===== src/rtl/ram_port_arbiter_if.sv =====
// rtl/ram_port_arbiter_if.sv - requester-side request/ack port of the RAM arbiter
interface ram_port_arbiter_if #(
  parameter int DATA_W = 16,
  parameter int ADDR_W = 6
) ();
  logic              req;
  logic              we;
  logic [ADDR_W-1:0] addr;
  logic [DATA_W-1:0] wdata;
  logic              ack;
  logic [DATA_W-1:0] rdata;

  // Requester side: raises req with we/addr/wdata, waits for the ack pulse.
  modport master (output req, we, addr, wdata, input ack, rdata);
  // Arbiter side.
  modport slave  (input req, we, addr, wdata, output ack, rdata);
endinterface


===== src/rtl/ram_port_arbiter.sv =====
// rtl/ram_port_arbiter.sv - two-port arbiter/sequencer for the 64x16 data RAM
// Optional macro ARB_ROUND_ROBIN_EN: round-robin tie break instead of fixed A>B priority.
module ram_port_arbiter #(
  parameter int DATA_W = 16,
  parameter int ADDR_W = 6
) (
  input  logic                clk,
  input  logic                reset,
  ram_port_arbiter_if.slave   a,
  ram_port_arbiter_if.slave   b,
  output logic                ram_mem_read,
  output logic                ram_mem_write,
  output logic [ADDR_W-1:0]   ram_addr,
  output logic [DATA_W-1:0]   ram_write_data,
  input  logic [DATA_W-1:0]   ram_read_data,
  output logic                busy
);

  typedef enum logic [1:0] {IDLE, ACCESS, RESP} state_t;

  state_t            state;
  logic              lat_we;
  logic              lat_owner;   // 0 = port A, 1 = port B
  logic [ADDR_W-1:0] addr_q;
  logic [DATA_W-1:0] wdata_q;
  logic              mem_read_q;
  logic              mem_write_q;
  logic              busy_q;
  logic              a_ack_q;
  logic              b_ack_q;
  logic [DATA_W-1:0] a_rdata_q;
  logic [DATA_W-1:0] b_rdata_q;

  logic              grant_b;
  logic              sel_we;
  logic [ADDR_W-1:0] sel_addr;
  logic [DATA_W-1:0] sel_wdata;

`ifdef ARB_ROUND_ROBIN_EN
  logic last_winner;  // 0 = A, 1 = B
  // On a tie the port that did not win last time takes the grant.
  assign grant_b = b.req & (~a.req | ~last_winner);
`else
  // Fixed priority: B only wins when A is not asking.
  assign grant_b = b.req & ~a.req;
`endif

  assign sel_we    = grant_b ? b.we    : a.we;
  assign sel_addr  = grant_b ? b.addr  : a.addr;
  assign sel_wdata = grant_b ? b.wdata : a.wdata;

  // Sequencer: IDLE latches the winner, ACCESS strobes the RAM, RESP acks.
  always_ff @(posedge clk) begin
    if (reset) begin
      state       <= IDLE;
      lat_we      <= 1'b0;
      lat_owner   <= 1'b0;
      addr_q      <= '0;
      wdata_q     <= '0;
      mem_read_q  <= 1'b0;
      mem_write_q <= 1'b0;
      busy_q      <= 1'b0;
      a_ack_q     <= 1'b0;
      b_ack_q     <= 1'b0;
      a_rdata_q   <= '0;
      b_rdata_q   <= '0;
`ifdef ARB_ROUND_ROBIN_EN
      last_winner <= 1'b1;
`endif
    end else begin
      case (state)
        IDLE: begin
          a_ack_q <= 1'b0;
          b_ack_q <= 1'b0;
          if (a.req || b.req) begin
            lat_owner   <= grant_b;
            lat_we      <= sel_we;
            addr_q      <= sel_addr;
            wdata_q     <= sel_wdata;
            mem_read_q  <= ~sel_we;
            mem_write_q <= sel_we;
            busy_q      <= 1'b1;
            state       <= ACCESS;
`ifdef ARB_ROUND_ROBIN_EN
            last_winner <= grant_b;
`endif
          end
        end
        ACCESS: begin
          mem_read_q  <= 1'b0;
          mem_write_q <= 1'b0;
          if (!lat_we) begin
            if (lat_owner) b_rdata_q <= ram_read_data;
            else           a_rdata_q <= ram_read_data;
          end
          if (lat_owner) b_ack_q <= 1'b1;
          else           a_ack_q <= 1'b1;
          state <= RESP;
        end
        RESP: begin
          a_ack_q <= 1'b0;
          b_ack_q <= 1'b0;
          busy_q  <= 1'b0;
          state   <= IDLE;
        end
        default: state <= IDLE;
      endcase
    end
  end

  // The write strobe is masked by reset so a reset during ACCESS never commits.
  assign ram_mem_write  = mem_write_q & ~reset;
  assign ram_mem_read   = mem_read_q;
  assign ram_addr       = addr_q;
  assign ram_write_data = wdata_q;
  assign busy           = busy_q;
  assign a.ack          = a_ack_q;
  assign a.rdata        = a_rdata_q;
  assign b.ack          = b_ack_q;
  assign b.rdata        = b_rdata_q;

endmodule


===== src/flat_wrapper.sv =====
// flat-port wrapper written by rule: the top's interface ports become plain ports
module ram_port_arbiter_flat 
#(
  parameter int DATA_W = 16,
  parameter int ADDR_W = 6
)
  (clk, reset, ram_mem_read, ram_mem_write, ram_addr, ram_write_data, ram_read_data, busy, a_req, a_we, a_addr, a_wdata, a_ack, a_rdata, b_req, b_we, b_addr, b_wdata, b_ack, b_rdata);
  ram_port_arbiter_if #(.DATA_W(DATA_W), .ADDR_W(ADDR_W)) a_i ();
  ram_port_arbiter_if #(.DATA_W(DATA_W), .ADDR_W(ADDR_W)) b_i ();
  input  logic clk;
  input  logic reset;
  output logic ram_mem_read;
  output logic ram_mem_write;
  output logic [ADDR_W-1:0] ram_addr;
  output logic [DATA_W-1:0] ram_write_data;
  input  logic [DATA_W-1:0] ram_read_data;
  output logic busy;
  input wire logic [$bits(a_i.req)-1:0] a_req;
  input wire logic [$bits(a_i.we)-1:0] a_we;
  input wire logic [$bits(a_i.addr)-1:0] a_addr;
  input wire logic [$bits(a_i.wdata)-1:0] a_wdata;
  output wire logic [$bits(a_i.ack)-1:0] a_ack;
  output wire logic [$bits(a_i.rdata)-1:0] a_rdata;
  input wire logic [$bits(b_i.req)-1:0] b_req;
  input wire logic [$bits(b_i.we)-1:0] b_we;
  input wire logic [$bits(b_i.addr)-1:0] b_addr;
  input wire logic [$bits(b_i.wdata)-1:0] b_wdata;
  output wire logic [$bits(b_i.ack)-1:0] b_ack;
  output wire logic [$bits(b_i.rdata)-1:0] b_rdata;
  assign a_i.req = a_req;
  assign a_i.we = a_we;
  assign a_i.addr = a_addr;
  assign a_i.wdata = a_wdata;
  assign a_ack = a_i.ack;
  assign a_rdata = a_i.rdata;
  assign b_i.req = b_req;
  assign b_i.we = b_we;
  assign b_i.addr = b_addr;
  assign b_i.wdata = b_wdata;
  assign b_ack = b_i.ack;
  assign b_rdata = b_i.rdata;
  ram_port_arbiter #(.DATA_W(DATA_W), .ADDR_W(ADDR_W)) u_core (.clk(clk), .reset(reset), .a(a_i), .b(b_i), .ram_mem_read(ram_mem_read), .ram_mem_write(ram_mem_write), .ram_addr(ram_addr), .ram_write_data(ram_write_data), .ram_read_data(ram_read_data), .busy(busy));
endmodule

===== config.mk =====
export PLATFORM = sky130hd
export DESIGN_NAME = ram_port_arbiter_flat
export DESIGN_NICKNAME = d
export VERILOG_FILES = /design/src/rtl/ram_port_arbiter_if.sv /design/src/rtl/ram_port_arbiter.sv /design/src/flat_wrapper.sv
export SDC_FILE = /design/constraint.sdc
export NUM_CORES = 1
export LEC_CHECK = 0
export BUFFER_PORTS_ARGS = -buffer_cell sky130_fd_sc_hd__buf_2
export CAP_MARGIN = 20
export CORE_ASPECT_RATIO = 1.5
export CORE_UTILIZATION = 46
export DETAILED_ROUTE_END_ITERATION = 12
export GPL_ROUTABILITY_DRIVEN = 0
export PLACE_DENSITY = 0.79
export SYNTH_ARGS = -nofsm -noshare
export SYNTH_HDL_FRONTEND = slang
export SYNTH_SLANG_ARGS = --single-unit

===== constraint.sdc =====
create_clock -name clk -period 1.7 [get_ports clk]
set_input_delay 0.34 -clock clk [delete_from_list [all_inputs] [get_ports clk]]
set_output_delay 0.34 -clock clk [all_outputs]
set_load 0.03 [all_outputs]

Word-level counts from Yosys, hierarchy flattened:

Index checks and enable logic that the tools add are counted.
W data, S select, Z words.

* register bits: 63
* latch bits: 0
* bits in writable memories: 0
* bits in read-only memories: 0
* bits of input ports: 66
* output and inout bits: 59
* word-level logic and storage cells: 52
* memories: 0

* add/sub/neg operators: 0
* multiply operators: 0
* divide/modulo/power cells: 0
* order comparisons: 0
* equal/unequal tests: 5
* shift-type cells: 0
* multiplexer cells: 15
* bitwise gates (word level): 7
* reduce and logical (&&, ||, !) cells: 13

Operators with widths (count)
* $mux W16: 1
* $pmux W1 S2: 5
* $reduce_and A2 Y1: 5
* $mux W1: 6
* $mux W6: 1
* $reduce_and A3 Y1: 2
* $reduce_bool A2 Y1: 3
* $not A1 Y1: 5
* $ne A2 B1 Y1 const B: 2
* $pmux W2 S2: 1
* $and A1 B1 Y1: 2
* $eq A2 B1 Y1 const B: 1
* $eq A2 B2 Y1 const B: 1
* $logic_not A2 Y1: 1
* $mux W2: 1
* $ne A2 B2 Y1 const B: 1
* $reduce_or A2 Y1: 1
* $logic_or A1 B1 Y1: 1

Longest topological paths before layout:

Gate-level depths: netlist (run 1).

* depth after elaboration: 6
* gate-level depth with buffers: 6
* mapped depth without buffers: 3

Least setup slack after synthesis (run 1):

No wires, ideal clock.

* path type: input to output
* start point: input port reset
* end point: output port ram_mem_write
* data arrival time: 1.089 ns
* required time: 1.360 ns
* setup slack: 0.271 ns
* stages on the path: 3
* buffers on the path: 2
* cells stage by stage: buf_4 > buf_4 > nor2b_1

* longest elaborated chain between the ends: 2

Ends and longest elaborated chain
* start, declared: RTL line flat_wrapper.sv:11 `input logic reset;`
* $not A1 Y1: RTL line ram_port_arbiter.sv:112 `assign ram_mem_write = mem_write_q & ~reset;`
* $and A1 B1 Y1: RTL line ram_port_arbiter.sv:112
* end, declared: RTL line flat_wrapper.sv:13 `output logic ram_mem_write;`

Every way passes these cells.

Worst setup path in the final report (run 1):

* start point: register u_core.state[1]
* end point: register u_core.b_rdata_q[5], in the netlist u_core.b.rdata[5]

* longest elaborated chain between the ends: 2

Ends and longest elaborated chain
* start, declared: RTL line ram_port_arbiter.sv:21 `state_t state;`
* start signal, assigned: RTL line ram_port_arbiter.sv:55 `state <= IDLE;`
* start signal, assigned: RTL line ram_port_arbiter.sv:83 `state <= ACCESS;`
* start signal, assigned: RTL line ram_port_arbiter.sv:98 `state <= RESP;`
* $eq A2 B1 Y1: RTL line ram_port_arbiter.sv:71 `case (state)`
* $reduce_and A3 Y1 (no source line)
* end signal, assigned: RTL line ram_port_arbiter.sv:93 `if (lat_owner) b_rdata_q <= ram_read_data;`
* end, declared: RTL line ram_port_arbiter.sv:32 `logic [DATA_W-1:0] b_rdata_q;`

Every way passes these cells.
A chain may end at the register's enable or synchronous reset.

==> reports/results.md, run 1 <==
| Metric | Reported | Unit |
|---|---|---|
| Total leakage power | 1.60 | nW |
| Flip-flop cell with the highest count after synthesis | sky130_fd_sc_hd__dfxtp_1 | - |
| Hold bufs inserted after CTS | 0 | - |
| Setup repair after global routing missed its margin | false | - |
| DRT Pass-1 Iters | 4 | - |
| Number of global-route vias before repair | 2347 | - |
| Switching power | 1.12 | mW |
| CTS Sinks | 63 | - |
| IO buf count | 124 | - |
| Clock tree from TritonCTS | done | - |
| Post-CTS Setup Bufs | 0 | - |
| Worst clock skew | 0.00626 | ns |
| Worst min path class | in2reg | - |
| Number of levels in the clock H-tree | 3 | - |
| Placeable core region | 5740 | µm² |
| Minimum clock period | 1.47 | ns |
| Number of distinct standard cells referenced by the synthesized netlist | 32 | - |
| Seq cells post-synth | 63 | - |
| Max-slew headroom at the worst pin | 59.2 | % |
| Least-Margin Pin Slew | 0.596 | ns |
| Routed wire per std cell | 12.7 | µm |
| Place WS | 0.231 | ns |
| Crit path capture type | flop | - |
| Setup slack of the worst register-to-register path | 0.23 | ns |
| Switching share of power | 30.2 | % |
| Most frequent cells after synthesis | 100 x sky130_fd_sc_hd__nand2_1, 63 x sky130_fd_sc_hd__dfxtp_1, 48 x sky130_fd_sc_hd__a21oi_1, 20 x sky130_fd_sc_hd__a311oi_2, 11 x sky130_fd_sc_hd__clkbuf_1 | - |
| Total negative slack | 0 | ns |
| Vias | 2568 | - |
| Worst-case vdd ir drop | 0.577 | mV |
| Largest driver fanout on the critical path | 16 | - |
| Maximum operating frequency | 678 | MHz |
| Reg clk slew, reported paths | 0.07 | ns |
| Max Cap Viol | 0 | - |
| Number of core rows | 34 | - |
| Resize count post-CTS | 0 | - |
| Initial antenna violation count | 0 | - |
| Result of the run | finished clean | - |
| Aggregate global-route resource usage | 21.5 | % |
| Most area-consuming cells after synthesis | sky130_fd_sc_hd__dfxtp_1 46%, sky130_fd_sc_hd__nand2_1 14%, sky130_fd_sc_hd__a311oi_2 11%, sky130_fd_sc_hd__a21oi_1 8.8%, sky130_fd_sc_hd__a21oi_2 3.2% | - |
| Mapped cell area | 2730 | µm² |
| Post-synth top area cell | sky130_fd_sc_hd__dfxtp_1 | - |
| Timing startpoint of the critical path | u_core.state[1] | - |
| Internal power consumption | 2.59 | mW |
| Number of synthesized flops with an enable pin | 0 | - |
| Die Width | 64.9 | µm |
| Layout Area Growth over Synthesis | 30.5 | % |
| Total grt overflow | 0 | - |
| Post-detailed-placement half-perimeter wirelength | 4630 | µm |
| Start of the worst register-to-register path | u_core.state[1] | - |
| First-pass GRT wire length | 10300 | µm |
| Setup violators final | 0 | - |
| Hold depth | 2 | - |
| N_diodes | 0 | - |
| Number of design rule violations left after detail routing | 0 | - |
| Startpoint kind of the worst setup timing path | flop | - |
| Initial Util | 47.5 | % |
| Clock power share | 33.8 | % |
| Sequential power share | 44.5 | % |
| Worst setup path category | reg2reg | - |
| Combinational fraction of design power | 21.7 | % |
| Buffers from clock root to sink, at most | 2 | - |
| Final cycle utilization of the critical path | 86.7 | % |
| Sequential share of the synthesized area | 46.3 | % |
| Root buf cell | sky130_fd_sc_hd__clkbuf_8 | - |
| Number of buffers inserted during clock tree synthesis | 9 | - |
| Synthesis Warnings | 0 | - |
| Iter 0 DRT Violations | 155 | - |
| Number of endpoints with negative hold slack in the final report | 0 | - |
| Pin count of the biggest net entering global routing | 33 | - |
| Top Ports | 125 | - |
| Top-area cell type share of the netlist area | 46.3 | % |
| Capture point of the worst path | u_core.b.rdata[5] | - |
| Syn_area_per_cell | 8.91 | µm² |
| Gate count of the mapped netlist | 306 | - |
| Share of final-layout standard cells stronger than drive strength 1 | 45.5 | % |
| Final ANT Viol Nets | 0 | - |
| Post-synth ARST share | 0 | % |
| Data arrival time of the critical path | 1.73 | ns |
| Via density per instance | 5.11 | - |
| Post-route worst setup slack | 0.226 | ns |
| Worst flop-to-flop path endpoint | u_core.b.rdata[5] | - |
| Layout net count | 492 | - |
| Number of fill cells in the layout | 508 | - |
| Die Footprint | 6250 | µm² |
| P per Cell Area | 1040 | nW/µm² |
| Most repeated cell in the gate-level netlist after synthesis | sky130_fd_sc_hd__nand2_1 | - |
| Synth Net Count | 372 | - |
| Vert. Die Dim | 96.3 | µm |
| Slew Viols, Final | 0 | - |
| Later-pin clock latency in the skew report | 0.33 | ns |
| Reg2reg path depth | 3 | - |
| Total wire length | 6400 | µm |
| CP required | 1.95 | ns |
## power by group through the flow
stage / combinational (mW) / clock [mW] / sequential (mW)
finish: 0.804 / 1.25 / 1.65
floorplan: 0.394 / 0 / 1.87
detailed placement: 0.807 / 0 / 1.68
global placement: 0.794 / 0 / 1.68
global route: 0.869 / 1.34 / 1.66
CTS: 0.809 / 1.27 / 1.65
## worst min path at each step
stage                     slack (ns)                 to              start
after global placement          0.44  u_core.b.rdata[0]  u_core.b.rdata[0]
after detailed placement        0.44  u_core.b.rdata[7]  u_core.b.rdata[7]
after CTS                       0.25  u_core.b.rdata[9]   ram_read_data[9]
after global routing            0.25  u_core.a.rdata[0]   ram_read_data[0]
after floorplan                 0.44   u_core.lat_owner              a_req
final                           0.26   u_core.lat_owner              a_req
## registers in the layout, summed over array words and instances (netlist names), 2 cells and up
name	count
u_core.a.rdata	16
u_core.b.rdata	16
u_core.ram_write_data	16
u_core.ram_addr	6
u_core.state	2
## worst max-delay path, stage by stage, from the launching register on
cell and delay [ns]:
sky130_fd_sc_hd__dfxtp_1 0.40, sky130_fd_sc_hd__and4bb_1 0.68, sky130_fd_sc_hd__nand2_1 0.14, sky130_fd_sc_hd__a21oi_1 0.17
## layout by cell type, fill, tap and decap left out, types with 3 or more instances in the layout
master                     synthesis  layout
sky130_fd_sc_hd__clkbuf_8          0      10
sky130_fd_sc_hd__a21oi_1          48      48
sky130_fd_sc_hd__buf_2             8     124
sky130_fd_sc_hd__a311oi_2         20      20
sky130_fd_sc_hd__a21oi_2          10      10
sky130_fd_sc_hd__nand2_2          10      10
sky130_fd_sc_hd__buf_4             3      12
sky130_fd_sc_hd__clkinv_2          0       3
sky130_fd_sc_hd__dfxtp_1          63      63
sky130_fd_sc_hd__nand2_1         100     100
## cells by family (layout without fill, tap and decap cells)
kind of cell    Yosys count  in the layout  synth area share, %
flops                    63             63                 46.3
buf+inv                  30            155                 6.88
compound gates           88             88                 26.2
simple gates            125            125                 20.7
## layout make-up
type / count / area, µm² / share of cell area [%]
repair buffers: 137 / 731 / 20.5
multi-input cells: 213 / 1280 / 35.9
clock buffers: 12 / 145 / 4.08
clock inverters: 4 / 45.0 / 1.27
inverters: 2 / 7.51 / 0.211
flip-flops and latches: 63 / 1260 / 35.5
well taps: 72 / 90.1 / 2.53
## stage by stage
stage | instances | hold WS, ns | cell area (µm²) | utilization (%) | total power [mW]
4_1_cts | 503 | 0.246 | 3560 | 61.9 | 3.73
2_1_floorplan | 306 | 0.437 | 2730 | - | 2.26
3_3_place_gp | 487 | 0.440 | 3370 | 58.6 | 2.47
6_report | 503 | 0.261 | 3560 | 61.9 | 3.71
3_5_place_dp | 487 | 0.445 | 3370 | 58.6 | 2.49
5_1_grt | 503 | 0.253 | 3560 | 61.9 | 3.87
## metal layers
| metal | GRT usage, % | up-vias | wire length (µm) |
|---|---|---|---|
| li1 | - | 1288 | - |
| met4 | 10.2 | 0 | 72 |
| met1 | 22.8 | 1161 | 2770 |
| met5 | 0 | - | 0 |
| met3 | 5.57 | 7 | 458 |
| met2 | 39.1 | 112 | 3100 |
No activity file was read; power rests on OpenSTA's default activity.
==> run 2: changes to the inputs <==
--- a/config.mk
+++ b/config.mk
@@ -7,11 +7,15 @@
 export LEC_CHECK = 0
 export BUFFER_PORTS_ARGS = -buffer_cell sky130_fd_sc_hd__buf_2
 export CAP_MARGIN = 20
+export CELL_PAD_IN_SITES_DETAIL_PLACEMENT = 1
+export CELL_PAD_IN_SITES_GLOBAL_PLACEMENT = 1
 export CORE_ASPECT_RATIO = 1.5
-export CORE_UTILIZATION = 46
+export CORE_UTILIZATION = 33
 export DETAILED_ROUTE_END_ITERATION = 12
 export GPL_ROUTABILITY_DRIVEN = 0
-export PLACE_DENSITY = 0.79
+export PLACE_DENSITY_LB_ADDON = 0.1
+export SKIP_CTS_REPAIR_TIMING = 1
+export SKIP_LAST_GASP = 1
 export SYNTH_ARGS = -nofsm -noshare
 export SYNTH_HDL_FRONTEND = slang
 export SYNTH_SLANG_ARGS = --single-unit
==> run 2 against run 1 <==
Compared with the run above: non-clock buffer count is the same; clock power grew 49%; via count grew 2.0%; critical endpoint is now u_core.b.rdata[8]; largest power group is now the clock network.
==> reports/results.md, run 2 (same netlist as run 1, synthesis figures left out) <==
| Metric | Reported | Unit |
|---|---|---|
| Layout Area Growth over Synthesis | 35.9 | % |
| Data arrival time of the critical path | 1.74 | ns |
| Number of global-route vias before repair | 2682 | - |
| Final ANT Viol Nets | 0 | - |
| Worst Hold Margin | 0.272 | ns |
| Post-detailed-placement half-perimeter wirelength | 5380 | µm |
| Clock tree from TritonCTS | done | - |
| Share of final-layout standard cells stronger than drive strength 1 | 45.7 | % |
| Crit path capture type | flop | - |
| Number of design rule violations left after detail routing | 0 | - |
| Least-Margin Pin Slew | 0.689 | ns |
| Setup violators final | 0 | - |
| Initial Util | 34.0 | % |
| Routed wire per std cell | 14.0 | µm |
| Start of the worst register-to-register path | u_core.state[1] | - |
| Reg2reg path depth | 3 | - |
| Minimum clock period | 1.49 | ns |
| Number of core rows | 40 | - |
| IO buf count | 124 | - |
| CP required | 1.95 | ns |
| Vert. Die Dim | 113 | µm |
| Later-pin clock latency in the skew report | 0.32 | ns |
| Total grt overflow | 0 | - |
| P per Cell Area | 1170 | nW/µm² |
| Max Cap Viol | 0 | - |
| N_diodes | 0 | - |
| Root buf cell | sky130_fd_sc_hd__clkbuf_16 | - |
| Worst min path class | in2reg | - |
| Worst flop-to-flop path endpoint | u_core.b.rdata[8] | - |
| Die Footprint | 8640 | µm² |
| Worst setup path category | reg2reg | - |
| Hold Path Origin | ram_read_data[6] | - |
| Top library cells by usage in the layout, fill and taps aside | 124 x sky130_fd_sc_hd__buf_2, 100 x sky130_fd_sc_hd__nand2_1, 63 x sky130_fd_sc_hd__dfxtp_1, 48 x sky130_fd_sc_hd__a21oi_1, 20 x sky130_fd_sc_hd__a311oi_2 | - |
| CTS Sinks | 63 | - |
| Pin count of the biggest net entering global routing | 30 | - |
| Total leakage power | 1.65 | nW |
| Startpoint kind of the worst setup timing path | flop | - |
| Via density per instance | 4.89 | - |
| Number of levels in the clock H-tree | 3 | - |
| Number of endpoints with negative hold slack in the final report | 0 | - |
| Total wire length | 7510 | µm |
| Leading cell type in the layout, fill and taps excluded | sky130_fd_sc_hd__buf_2 | - |
| Worst-case vdd ir drop | 0.419 | mV |
| Setup slack of the worst register-to-register path | 0.21 | ns |
| Iter 0 DRT Violations | 38 | - |
| Number of buffers inserted during clock tree synthesis | 9 | - |
| Aggregate global-route resource usage | 17.9 | % |
| Largest driver fanout on the critical path | 16 | - |
| Maximum operating frequency | 670 | MHz |
| Worst clock skew | 0.00316 | ns |
| Final cell count without fillers | 536 | - |
| Result of the run | finished clean | - |
| DRT Pass-1 Iters | 4 | - |
| First-pass GRT wire length | 12300 | µm |
| Vias | 2619 | - |
| # placed instances | 520 | - |
| Initial antenna violation count | 0 | - |
| Buffers from clock root to sink, at most | 2 | - |
| Worst hold endpoint | u_core.b.rdata[6] | - |
| Max-slew headroom at the worst pin | 52.9 | % |
| Setup repair after global routing missed its margin | false | - |
| Total negative slack | 0 | ns |
| Die Width | 76.2 | µm |
| Layout net count | 492 | - |
| Reg clk slew, reported paths | 0.05 | ns |
| Number of fill cells in the layout | 1012 | - |
| Slew Viols, Final | 0 | - |
| Core occupancy in the finished layout | 46.3 | % |
| Top Ports | 125 | - |
| Hold depth | 3 | - |
| Final cycle utilization of the critical path | 87.9 | % |
| Placeable core region | 8010 | µm² |
[run 2: metrics by stage]
stage / setup WS, ns / total power [mW] / cell area, µm²
finish: 0.206 / 4.32 / 3710
global route: 0.0359 / 4.52 / 3710
CTS: 0.191 / 4.39 / 3710
detailed placement: 0.171 / 2.50 / 3400
global placement: 0.177 / 2.49 / 3400
floorplan: 0.271 / 2.26 / 2730
[run 2: routing by layer]
layer | vias to the layer above | track usage, % | routed length [µm]
met4 | 0 | 7.31 | 83
met1 | 1236 | 18.3 | 2990
li1 | 1286 | - | -
met5 | - | 0 | 0
met3 | 8 | 4.84 | 491
met2 | 89 | 34.0 | 3950
[run 2: worst max-delay path, cell delays in order, from the launching register on]
cell,delay [ns]
sky130_fd_sc_hd__dfxtp_1,0.41
sky130_fd_sc_hd__and4bb_1,0.73
sky130_fd_sc_hd__nand2_1,0.13
sky130_fd_sc_hd__a21oi_1,0.15
[run 2: worst max-delay path by stage]
stage	start	to	slack, ns	cells past startpoint
after floorplan	reset	ram_mem_write	0.27	3
after global placement	a_req	u_core.mem_write_q	0.18	4
after detailed placement	a_req	u_core.mem_write_q	0.17	4
after CTS	u_core.state[1]	u_core.b.rdata[8]	0.19	3
after global routing	u_core.state[1]	u_core.b.rdata[5]	0.04	3
final	u_core.state[1]	u_core.b.rdata[8]	0.21	3
[run 2: layout make-up]
type | count | area (µm²) | share of cell area (%)
Clock buffer | 13 | 270 | 7.29
Clock inverter | 3 | 40.0 | 1.08
Inverter | 2 | 7.51 | 0.203
Multi-Input combinational cell | 213 | 1280 | 34.5
Sequential cell | 63 | 1260 | 34.0
Tap cell | 105 | 131 | 3.54
Timing Repair Buffer | 137 | 718 | 19.4
[run 2: where the power goes]
group / internal (mW) / leakage [nW] / total, mW / switching (mW)
Clock: 1.25 / 0.156 / 1.86 / 0.615
Combinational: 0.286 / 0.982 / 0.804 / 0.518
Sequential: 1.59 / 0.516 / 1.65 / 0.0660
Total: 3.12 / 1.65 / 4.32 / 1.20
